`src/rtl/ad9361_spi_master.sv`:
```
// AD9361 SPI master: turns single-register read/write bus requests
// into 24-bit 4-wire SPI frames and returns read data to the sequencer.
//
// Ports:
//   clk, rst            system clock, synchronous active-high reset
//   read, write         level requests (write wins when both are high)
//   address[9:0]        register address
//   writedata[7:0]      byte to write
//   readdata[7:0]       last read result, held until the next read completes
//   waitrequest         high except for the single completion cycle
//   spi_csn             chip select, active low
//   spi_clk             SPI clock, idles low
//   spi_mosi            serial data to chip, MSB first
//   spi_miso            serial data from chip
module ad9361_spi_master #(
  parameter int CLK_DIV      = 2,
  parameter int CS_SETUP     = 2,
  parameter int CS_HOLD      = 2,
  parameter int GUARD_CYCLES = 8
) (
  input  logic       clk,
  input  logic       rst,
  input  logic       read,
  input  logic       write,
  input  logic [9:0] address,
  input  logic [7:0] writedata,
  output logic [7:0] readdata,
  output logic       waitrequest,
  output logic       spi_csn,
  output logic       spi_clk,
  output logic       spi_mosi,
  input  logic       spi_miso
);

  typedef enum logic [2:0] {
    S_IDLE,
    S_SETUP,
    S_SHIFT,
    S_HOLD,
    S_DONE,
    S_GUARD
  } state_e;

  localparam logic [15:0] SETUP_LAST = 16'(CS_SETUP - 1);
  localparam logic [15:0] HI_FIRST   = 16'(CLK_DIV);
  localparam logic [15:0] BIT_LAST   = 16'(2 * CLK_DIV - 1);
  localparam logic [15:0] HOLD_LAST  = 16'(CS_HOLD - 1);
  localparam logic [15:0] GUARD_LAST = 16'(GUARD_CYCLES - 1);
  localparam logic [4:0]  LAST_BIT   = 5'd23;

  state_e      state_q, state_d;
  logic [15:0] cnt_q, cnt_d;
  logic [4:0]  bit_q, bit_d;
  logic [23:0] sh_q, sh_d;
  logic [7:0]  rx_q, rx_d;
  logic        rd_q, rd_d;
  logic [7:0]  rdata_q, rdata_d;

  always_ff @(posedge clk) begin
    if (rst) begin
      state_q <= S_IDLE;
      cnt_q   <= '0;
      bit_q   <= '0;
      sh_q    <= '0;
      rx_q    <= '0;
      rd_q    <= 1'b0;
      rdata_q <= '0;
    end else begin
      state_q <= state_d;
      cnt_q   <= cnt_d;
      bit_q   <= bit_d;
      sh_q    <= sh_d;
      rx_q    <= rx_d;
      rd_q    <= rd_d;
      rdata_q <= rdata_d;
    end
  end

  always_comb begin
    state_d     = state_q;
    cnt_d       = cnt_q + 16'd1;
    bit_d       = bit_q;
    sh_d        = sh_q;
    rx_d        = rx_q;
    rd_d        = rd_q;
    rdata_d     = rdata_q;
    waitrequest = 1'b1;
    spi_csn     = 1'b1;
    spi_clk     = 1'b0;
    spi_mosi    = 1'b0;

    unique case (state_q)
      S_IDLE: begin
        cnt_d = '0;
        if (read | write) begin
          // Frame: W, 1-byte count (000), 2'b00, address, data.
          sh_d    = {write, 5'b00000, address,
                     write ? writedata : 8'h00};
          rd_d    = ~write;
          bit_d   = '0;
          state_d = S_SETUP;
        end
      end

      S_SETUP: begin
        spi_csn  = 1'b0;
        spi_mosi = sh_q[23];
        if (cnt_q == SETUP_LAST) begin
          cnt_d   = '0;
          state_d = S_SHIFT;
        end
      end

      S_SHIFT: begin
        spi_csn  = 1'b0;
        spi_mosi = sh_q[23];
        spi_clk  = (cnt_q >= HI_FIRST);
        if (cnt_q == BIT_LAST) begin
          // Last high cycle of the bit: capture MISO, and
          // advance MOSI so it changes just after the fall.
          cnt_d = '0;
          rx_d  = {rx_q[6:0], spi_miso};
          sh_d  = {sh_q[22:0], 1'b0};
          if (bit_q == LAST_BIT) begin
            state_d = S_HOLD;
          end else begin
            bit_d = bit_q + 5'd1;
          end
        end
      end

      S_HOLD: begin
        spi_csn = 1'b0;
        if (cnt_q == HOLD_LAST) begin
          cnt_d   = '0;
          state_d = S_DONE;
          // Load here so readdata is already valid in the
          // completion cycle.
          if (rd_q) begin
            rdata_d = rx_q;
          end
        end
      end

      S_DONE: begin
        waitrequest = 1'b0;
        cnt_d       = '0;
        state_d     = S_GUARD;
      end

      S_GUARD: begin
        if (cnt_q == GUARD_LAST) begin
          cnt_d   = '0;
          state_d = S_IDLE;
        end
      end

      default: begin
        state_d = S_IDLE;
      end
    endcase
  end

  assign readdata = rdata_q;

endmodule

```
`config.mk`:
```
export PLATFORM = sky130hd
export DESIGN_NAME = ad9361_spi_master
export DESIGN_NICKNAME = d
export VERILOG_FILES = /design/src/rtl/ad9361_spi_master.sv
export SDC_FILE = /design/constraint.sdc
export NUM_CORES = 1
export LEC_CHECK = 0
export CORE_ASPECT_RATIO = 0.8
export CORE_MARGIN = 3
export CORE_UTILIZATION = 42
export CTS_BUF_LIST = sky130_fd_sc_hd__clkbuf_4
export DETAILED_ROUTE_END_ITERATION = 8
export PLACE_DENSITY = 0.63
export SKIP_LAST_GASP = 1
export SLEW_MARGIN = 20
export SYNTH_ARGS = -nofsm -noshare
export SYNTH_HDL_FRONTEND = slang
export SYNTH_SLANG_ARGS = --single-unit
```
`constraint.sdc`:
```
create_clock -name clk -period 7.2 [get_ports clk]
set_clock_uncertainty 0.1 [all_clocks]
set_input_delay 1.44 -clock clk [delete_from_list [all_inputs] [get_ports clk]]
set_output_delay 1.44 -clock clk [all_outputs]
set_load 0.02 [all_outputs]
```
=== Word-level counts from Yosys, hierarchy flattened ===
Cells that the tools add are included.

* Register bits after elaboration: 65
* Bits in latches: 0
* RAM bits: 0
* Bits in read-only memories: 0
* Output and inout port bits: 12
* Memories kept: 0

* Add/subtract/negate cells: 2
* Multiply operators: 0
* Divide/modulo/power cells: 0
* Magnitude comparators: 1
* Eq/ne operators: 16
* Shift-type cells: 0
* Muxes and demuxes: 23
* Bitwise logic cells: 2
* Reductions and logical operators: 12

{| class="wikitable"
|+ Operators by type and width
! operator !! count
|-
| case mux 16 bit (4 select lines) || 1
|-
| 2-to-1 mux 16 bit || 3
|-
| 2-to-1 mux 24 bit || 2
|-
| case mux 24 bit (2 select lines) || 1
|-
| 2-to-1 mux 3 bit || 6
|-
| case mux 3 bit (6 select lines) || 1
|-
| adder 16 x 1 -> 16 bit (second input constant) || 1
|-
| equality test 16 x 1 -> 1 bit (second input constant) || 1
|-
| equality test 16 x 2 -> 1 bit (second input constant) || 1
|-
| equality test 16 x 3 -> 1 bit (second input constant) || 1
|-
| >= comparator 16 x 2 -> 1 bit (second input constant) || 1
|-
| 2-to-1 mux 5 bit || 3
|-
| != test 2 bit (second input constant) || 7
|-
| case mux 5 bit (2 select lines) || 1
|-
| 2-to-1 mux 8 bit || 1
|-
| equality test 3 x 2 -> 1 bit (second input constant) || 2
|-
| equality test 3 bit (second input constant) || 2
|-
| AND reduction 3 bit || 2
|-
| AND reduction 6 bit || 1
|-
| OR reduction 2 bit || 3
|-
| adder 5 x 1 -> 5 bit (second input constant) || 1
|-
| equality test 5 bit (second input constant) || 1
|-
| 2-to-1 mux 1 bit || 4
|-
| AND reduction 2 bit || 2
|-
| 7 further kinds || 7
|}

=== Longest topological paths before layout ===
* Depth after elaboration: 4
* Gate-level depth with buffers: 8
* Depth with buffers taken out: 7

=== Worst setup path after synthesis ===
OpenSTA, ideal clock, no wires.

* Path type: flip-flop to output port
* Start point: register state_q[1]
* End point: output port spi_clk
* Arrival time: 1510 ps
* Required time: 5660 ps
* Slack: 4150 ps
* Stages on the path, launching flop included: 6
* Path through: dfxtp_1 -> buf_2 -> or3b_1 -> clkbuf_1 -> clkbuf_1 -> a21oi_1

* Word-level cells in the longest chain between the ends: 2

{| class="wikitable"
|+ Ends and longest elaborated chain
! element !! line !! RTL
|-
| from (decl) || 51 || <nowiki>state_e state_q, state_d;</nowiki>
|-
| from (signal assigned) || 69 || <nowiki>state_q <= state_d;</nowiki>
|-
| equality test 3 x 2 -> 1 bit || 92 || <nowiki>unique case (state_q)</nowiki>
|-
| 2-to-1 mux 1 bit || 92 ||
|-
| to (decl) || 30 || <nowiki>output logic spi_clk,</nowiki>
|}

Every way passes these cells.

=== Worst setup path in the final report ===
Ends and elaborated chain as after synthesis.

==> out/results.txt <==
Run status = complete, no violations
Placed Area = 3270 sq um
Number of detailed-route iterations in the first pass = 4
Min-Delay Path Depth = 2
I/O Pins = 35
Clk sinks = 65
Syn-to-layout area delta = 17.0%
Clk_lat worst skew = 0.42 ns
Cell Area, Synth = 2910 sq um
Final RePlAce weighted congestion = 0.769
DIE HEIGHT = 80.4 um
DR vias/cell = 5.28
DRC Markers = 0
Leak = 1.22 nW
Via count = 2,401
Crit path max fanout = 25
Post CTS Setup Buffer Count = 0
Peak supply drop = 93.6 uV
PnR worst setup slack = 3.09 ns
Worst-path clk slew = 0.11 ns
Grt total ovfl = 0
Maximum clock path buffer count = 2
Reg2Reg Depth = 6
Largest net degree at the start of global routing = 49
Fin nets = 394
CP required = 5.66 ns
Slew Viols, Final = 0
Critical Path AT = 2.57 ns
CTS tree = done
Critical Path End Type = output pin
Synth unique cells = 41
Synth area leader = dfxtp_1
Starting Density = 0.445
Post-synth ARST share = 0
Syn Nets = 369
Worst rel slew slack = 0.421
Core area = 6540 sq um
DP Wirelength = 3960 um
Clk root buf = clkbuf_4
EDFF count, synth = 0
Vias in the first global route = 2,190
Sequential area share after synthesis = 0.448
Iter 0 DRT Violations = 135
Min cycle time layout = 4.11 ns
Seq cells post-synth = 65
Die width = 99.0 um
Placement Setup Slack = 3.22 ns
HP Class = flip-flop to flip-flop
Final wirelength = 6100 um
Pwr/cell area = 214 nW/um^2
Synth area leaders = dfxtp_1 (45%), nor2_1 (7.7%), nand2_1 (6.3%)
Resized Gates After CTS = 0
H-tree Lvls = 3
Share of cells above drive strength 1 = 0.0647
Post-Syn Area per Cell = 8.50 sq um
Max Cap Violations = 0
Setup crit start kind = flip-flop
Critical path type = flip-flop to output pin
Design area = 3400 sq um
Ant diodes = 0
Total GRT Usage = 0.168
Synth top area share = 0.448
Std cell rows = 26
Worst-Margin Slew = 0.868 ns
Max Clk Rate = 0.243 GHz
Synth warn = 0
Unrepaired setup endpoints after global routing = no
Num CTS Buffers = 9
Port Buf Inserts = 34
Ys flop type = dfxtp_1
Synth Instances = 342
Hold violation count in the final report = 0
WL/cell = 13.4 um
Setup TNS = 0 ns
Final setup viols = 0
First-pass GRT wire length = 10,600 um
Hold_ws = 0.363 ns
Die Area = 7960 sq um
Final ANT Viol Nets = 0
Hold Buf Count CTS = 0
Initial antenna violation count = 0
Crit share post-route = 0.571
Power, Total = 0.727 mW
## worst max-delay path: stages (launching register included)
cell             delay (ns)
dfxtp_1                0.50
or3b_1                 0.75
a21oi_1                0.27
clkdlybuf4s50_1        0.63
## cell usage in the layout (no fill, tap or decap), types with 5 or more instances in the layout
| cell type | synthesis | layout |
|---|---|---|
| a311oi_1 | 18 | 18 |
| dfxtp_1 | 65 | 65 |
| nand2_1 | 49 | 49 |
| nor3_1 | 7 | 7 |
| nand3_1 | 20 | 20 |
| xor2_1 | 9 | 9 |
| nand4_1 | 5 | 5 |
| xnor2_1 | 6 | 6 |
| clkdlybuf4s50_1 | 0 | 34 |
| nor4_1 | 5 | 5 |
| a21oi_1 | 11 | 11 |
| clkbuf_4 | 0 | 9 |
| mux2i_1 | 17 | 17 |
| nor2_1 | 60 | 60 |
## through the flow
| step | instances | util |
|---|---|---|
| 3_3_place_gp | 440 | 0.501 |
| 3_5_place_dp | 440 | 0.501 |
| 5_1_grt | 455 | 0.520 |
| 2_1_floorplan | 342 | - |
| 6_report | 455 | 0.520 |
| 4_1_cts | 455 | 0.520 |
## logic make-up after synthesis
logic type,share of synthesized area
multiplexers,0.0585
flip-flops,0.448
XOR/XNOR,0.0452
adder cells (fa/ha/maj),0.0172
AND/OR/NAND/NOR,0.281
buffers and inverters,0.0387
AO/OA/AOI/OAI,0.111
## synth_stat cells, types with 2 or more instances
cell,number
o21ai_0,4
and3_1,2
a211oi_1,2
nor4_4,2
xnor2_1,6
ha_1,4
or2_2,2
o22ai_1,2
nor3b_1,2
nor2_1,60
dfxtp_1,65
inv_1,4
a21oi_1,11
nor2b_1,2
mux2i_1,17
nor3_1,7
a31oi_1,3
nor4_1,5
or3_1,3
or4_1,2
clkbuf_1,15
xor2_1,9
a311oi_1,18
nand4_1,5
nand3b_1,2
nand3_1,20
buf_2,6
nand2_1,49
## layer usage
layer,share of wire,GRT usage
met1,0.53,0.231
met2,0.42,0.239
met3,0.039,0.0625
met4,0.012,0.0600
met5,0,0
## power breakdown
group / switching (mW) / total, mW / internal, mW
sequential: 0.0139 / 0.393 / 0.379
clock: 0.133 / 0.235 / 0.101
combinational: 0.0572 / 0.0993 / 0.0421
total: 0.205 / 0.727 / 0.522
## sequential cells by signal, summed over array words and instances, names as in the netlist
signal and count:
readdata 8, bit_q 5, sh_q 24, cnt_q 16, state_q 3, rx_q 8
rd_q 1
## final cells by class
| class | instances | area, sq um |
|---|---|---|
| Timing Repair Buffer | 36 | 355 |
| Fill cell | 627 | 3140 |
| Sequential cell | 65 | 1300 |
| Tap cell | 84 | 105 |
| Clock buffer | 9 | 67.6 |
| Multi-Input combinational cell | 251 | 1500 |
| Clock inverter | 6 | 60.1 |
| Inverter | 4 | 15.0 |
## path summary, 6_finish.rpt
| check | start | to | slack (ns) |
|---|---|---|---|
| setup / recovery | state_q[1] | spi_clk | 3.09 |
| hold reg to reg | sh_q[22] | sh_q[22] | 0.36 |
| setup reg to reg | cnt_q[0] | cnt_q[5] | 4.44 |
| hold / removal | sh_q[22] | sh_q[22] | 0.36 |
Note: power is estimated with default switching activity, not from simulation.
